**config.mk**
```make
export PLATFORM = sky130hd
export DESIGN_NAME = rvfi_dmem_responder
export DESIGN_NICKNAME = d
export VERILOG_FILES = /design/src/rtl/rvfi_dmem_responder.sv
export SDC_FILE = /design/constraint.sdc
export NUM_CORES = 1
export LEC_CHECK = 0
export BUFFER_PORTS_ARGS = -buffer_cell sky130_fd_sc_hd__buf_2
export CAP_MARGIN = 20
export CORE_ASPECT_RATIO = 0.6
export CORE_MARGIN = 2
export CORE_UTILIZATION = 46
export CTS_CLUSTER_DIAMETER = 60
export CTS_CLUSTER_SIZE = 24
export DETAILED_ROUTE_END_ITERATION = 12
export GPL_TIMING_DRIVEN = 1
export PLACE_DENSITY = 0.77
export SLEW_MARGIN = 40
export SYNTH_ARGS = -nofsm -noshare
export SYNTH_HDL_FRONTEND = slang
export SYNTH_SLANG_ARGS = --single-unit
```
**constraint.sdc**
```tcl
create_clock -name clock -period 2 [get_ports clock]
set_input_delay 0.2 -clock clock [delete_from_list [all_inputs] [get_ports clock]]
set_output_delay 0.2 -clock clock [all_outputs]
set_load 0.1 [all_outputs]
```
**src/rtl/rvfi_dmem_responder.sv**
```systemverilog
// Memory responder for a core's native memory port that keeps a byte-accurate shadow of one watched word.
// Define RVFI_DMEM_RESPONDER_WAIT_EN to insert up to MAX_WAIT stall cycles per transaction.
module rvfi_dmem_responder #(
  parameter int unsigned MAX_WAIT = 4
) (
  input  logic        clock,
  input  logic        reset,
  input  logic        mem_valid,
  input  logic        mem_instr,
  input  logic [31:0] mem_addr,
  input  logic [31:0] mem_wdata,
  input  logic [3:0]  mem_wstrb,
  output logic        mem_ready,
  output logic [31:0] mem_rdata,
  input  logic [31:0] dmem_addr,
  input  logic [31:0] free_rdata,
  input  logic        stall_req,
  output logic [31:0] dmem_data,
  output logic [3:0]  dmem_bvalid,
  output logic        protocol_err
);

  localparam logic [3:0] WAIT_LAST = 4'(MAX_WAIT - 1);

  typedef enum logic [1:0] {IDLE, WAIT, ACK} state_t;

  state_t      state, state_nxt;
  logic [3:0]  wait_cnt;
  logic [31:0] addr_q, wdata_q;
  logic [3:0]  wstrb_q;
  logic        instr_q;
  logic        is_write, addr_match, req_changed, busy;
  logic [1:0]  unused_dmem_lsb;

  assign unused_dmem_lsb = dmem_addr[1:0];

  // A zero strobe is a read; matching is word-granular and only used at ACK.
  assign is_write    = |wstrb_q;
  assign addr_match  = (addr_q[31:2] == dmem_addr[31:2]);
  assign busy        = (state == WAIT) || (state == ACK);
  assign req_changed = !mem_valid || (mem_addr != addr_q) || (mem_wdata != wdata_q) ||
                       (mem_wstrb != wstrb_q) || (mem_instr != instr_q);

  always_comb begin
    state_nxt = state;
    case (state)
      IDLE: begin
        if (mem_valid) begin
`ifdef RVFI_DMEM_RESPONDER_WAIT_EN
          state_nxt = WAIT;
`else
          state_nxt = ACK;
`endif
        end
      end
      WAIT:    if (!stall_req || (wait_cnt == WAIT_LAST)) state_nxt = ACK;
      ACK:     state_nxt = IDLE;
      default: state_nxt = IDLE;
    endcase
  end

  // Read data: shadow bytes that are defined win, everything else comes from free_rdata.
  always_comb begin
    mem_ready = (state == ACK);
    mem_rdata = '0;
    if ((state == ACK) && !is_write) begin
      for (int i = 0; i < 4; i++) begin
        mem_rdata[8*i +: 8] = (addr_match && dmem_bvalid[i]) ? dmem_data[8*i +: 8]
                                                              : free_rdata[8*i +: 8];
      end
    end
  end

  always_ff @(posedge clock) begin
    if (reset) begin
      state        <= IDLE;
      wait_cnt     <= '0;
      addr_q       <= '0;
      wdata_q      <= '0;
      wstrb_q      <= '0;
      instr_q      <= 1'b0;
      dmem_data    <= '0;
      dmem_bvalid  <= '0;
      protocol_err <= 1'b0;
    end else begin
      state <= state_nxt;
      if ((state == IDLE) && mem_valid) begin
        addr_q   <= mem_addr;
        wdata_q  <= mem_wdata;
        wstrb_q  <= mem_wstrb;
        instr_q  <= mem_instr;
        wait_cnt <= '0;
      end else if (state == WAIT) begin
        wait_cnt <= wait_cnt + 4'd1;
      end
      if (busy && req_changed) protocol_err <= 1'b1;
      // Writes load strobed bytes; reads pin down bytes first observed via free_rdata.
      if ((state == ACK) && addr_match) begin
        for (int i = 0; i < 4; i++) begin
          if (is_write ? wstrb_q[i] : !dmem_bvalid[i]) begin
            dmem_data[8*i +: 8] <= is_write ? wdata_q[8*i +: 8] : free_rdata[8*i +: 8];
            dmem_bvalid[i]      <= 1'b1;
          end
        end
      end
    end
  end

endmodule

```
==> flow_metrics.py <==
metrics = {
    "die": {
        "coreArea_um2": 13000,
        "die_h_um": 93.9,
        "start_util": 0.476,
        "dieWidth_um": 154,
        "ios": 207,
        "die_area_um2": 14400,
        "rows": 32,
    },
    "pwr": {
        "p_leak_nw": 4.15,
        "total_power_mw": 5.56,
        "vdd_ir_drop_max_mv": 0.465,
        "pwr_density_cell_nw_per_um2": 575,
    },
    "sta": {
        "rsz0062_at_grt": "true",
        "fin_worst_skew_ns": 0.0101,
        "fmax_mhz": 388,
        "setup_slack_ns": -0.580,
        "fin_crit_ns": 2.58,
        "setup_viol": 68,
        "worstMarginPinSlew_ns": 1.05,
        "whs_ns": 0.0902,
        "max_slew_margin": 0.291,
        "fin_crit_sh": 1.29,
        "report.final.slew_viol_count": 0,
        "final-hold-violation-count": 0,
    },
    "worst_hold_path": {
        "min_from": "mem_addr[10]",
        "hp-class": "in2reg",
    },
    "synth": {
        "yosys-top-cells-area": "dfxtp_1 35%, xor2_1 8.9%, a21oi_1 8.6%, nand2_1 8.5%, mux2i_1 5.0%",
        "synth_largest_area_cell": "dfxtp_1",
        "netlist_instances": 773,
        "synth-seq-cells": 107,
        "synth_warnings": 0,
        "synthDominantCellAreaShare": 0.346,
        "syn_nets": 910,
        "yosysSeqAreaShare": 0.346,
        "syn_area_um2": 6200,
        "postSynthAreaPerCell_um2": 8.02,
        "synthDistinctLibCells": 36,
    },
    "finish": {
        "syn_to_final_growth_pct": 55.9,
        "drive_above_1_share": 0.420,
        "layout_commonest_cell": "buf_2",
        "layout.nets": 1178,
        "final_cell_mix": "170 x buf_2, 139 x nand2_1, 91 x dfxtp_1, 89 x buf_4, 70 x a21oi_1",
        "fin_util": 0.743,
    },
    "clocking": {
        "clk_pin_slew_ns": 0.08,
        "numCtsBuffers": 9,
        "cts_root_buf": "clkbuf_16",
        "clock_sinks": 107,
        "clk_latency_ns": 0.36,
        "cts_max_level": 3,
        "clock_path_buffers": 2,
        "holdBufCountCts": 0,
        "cts_tree": "done",
    },
    "routing": {
        "ant_nets": 0,
        "drtIter0Drc": 473,
        "wl_per_cell_um": 19.0,
        "vias_per_cell": 5.65,
        "drc": 0,
        "first_pass_iters": 7,
        "drt-total-wl_um": 23200,
        "num_vias": 6875,
    },
    "setup_path": {
        "cpMostUsedCell": "buf_12",
        "cpMaxStageDelayCell": "dfxtp_2",
        "worst_setup_path_end_kind": "primary output",
        "crit_buf_inv": 4,
        "endpoint": "mem_rdata[14]",
        "cp-start-kind": "flip-flop",
        "reg2reg_depth": 10,
        "worstSetupPathDepth": 9,
        "crit_start": "addr_q[31]",
        "critPathTopFamily": "simple AND/OR/NAND/NOR gates",
        "cp_data_required_time_ns": 1.80,
        "timing.rr.start": "addr_q[31]",
        "cp_cell_sequence": "xor2_1 > nor4_1 > buf_4 > and4_4 > buf_12 > buf_16 > nand4_1 > a21oi_4 > buf_12",
        "reg2reg_slack_ns": -0.36,
        "crit_path_max_fanout": 7,
        "critical_path_arrival_ns": 2.38,
        "crit_path_max_incr_delay_ns": 0.33,
        "timing.rr.end": "dmem_data[1]",
        "worst-setup-path-type": "reg2out",
    },
    "grt": {
        "grt_pass1_wl_um": 34600,
        "antenna_found_initial": 2,
        "grt_overflow": 0,
        "grt_usage": 0.311,
        "grt_pass1_vias": 6568,
        "grt_max_degree": 45,
    },
    "placed_design": {
        "dp_hpwl_um": 16700,
        "dp_slack_ns": -0.366,
        "port_buffers": 203,
        "gp_congestion": 0.926,
    },
    "outcome": {
        "violations": "setup timing",
        "status": "finished with violations",
    },
    "flow_run": {
        "max-cap-violations": 0,
    },
}
==> cells in the mapped netlist <==
master and number:
nand2_1 140, dfxtp_1 107, a21oi_1 106, xor2_1 63
nand4_1 45, nor2_1 36, nor2b_1 35, o21ai_0 32
clkbuf_1 31, mux2i_1 31, xnor2_1 23, nor4_1 19
inv_1 18, mux2_2 18, mux2_1 14, buf_2 12
buf_1 11, nor3_1 4, nor4_4 4, o2111ai_4 4
o22ai_1 3, and4_1 2, o2bb2ai_1 2, a2111o_1 1
a2111oi_0 1, a221oi_1 1, a222oi_1 1, a22oi_1 1
a31oi_1 1, buf_4 1, buf_6 1, nand2b_1 1
o21bai_1 1, o221a_2 1, o221ai_1 1, or4_1 1
==> cells by family after synthesis <==
group / after synthesis / share of synthesized area
simple gates: 287 / 0.229
xor+xnor: 86 / 0.122
mux: 63 / 0.108
buf+inv: 74 / 0.0491
compound gates: 156 / 0.147
flops: 107 / 0.346
==> how the worst min path moves through the flow <==
stage	cells past startpoint	end
finish	3	addr_q[10]
global route	3	addr_q[10]
CTS	3	addr_q[10]
detailed placement	3	addr_q[10]
global placement	2	instr_q
floorplan	2	addr_q[10]
==> metal layers <==
layer,GRT usage,wire (um)
met1,0.418,10400
met2,0.491,9900
met3,0.0839,2300
met4,0.0927,583
met5,0,10
==> report_power, final <==
part / total, mW / switching [mW] / internal, mW
logic: 1.48 / 0.866 / 0.614
registers: 2.31 / 0.0993 / 2.21
clock network: 1.77 / 0.898 / 0.869
total: 5.56 / 1.86 / 3.70
==> worst reg2reg max path, stage by stage (launching register included) <==
cell and delay [ns]:
dfxtp_2 0.33, xor2_1 0.13, nor4_1 0.31, buf_4 0.18, and4_4 0.27, buf_12 0.13, buf_16 0.13, buf_12 0.15
o2111ai_4 0.13, buf_12 0.20, mux2_4 0.30
==> state kept, by name (all words and copies together), names as in the netlist <==
register	cells
instr_q	1
wdata_q	32
protocol_err	1
dmem_bvalid	4
wstrb_q	4
dmem_data	32
state	1
addr_q	32
==> timing repair <==
item,CTS,global route
setup endpoints to repair,68,69
buffers inserted,8,4
cloned,2,4
pin swaps,3,23
gates resized for setup,26,52
==> per-stage QoR <==
stage	cell area (um2)	instances	setup TNS (ns)
6_report	9670	1217	-27.64
5_1_grt	9660	1216	-30.68
4_1_cts	9400	1209	-27.52
3_5_place_dp	8870	1183	-20.66
3_3_place_gp	8870	1183	-16.78
2_1_floorplan	6700	773	-10.05
==> cell type report <==
type                       instances  area (um2)
inverter                          18        67.6
timing repair buffer             310        2510
clock inverter                     7        62.6
antenna                            1        2.50
sequential                       107        2170
clock buffer                       9         225
fill                             970        3350
tap                              170         213
multi-input combinational        595        4420
Power figures use the tool's default switching activity.
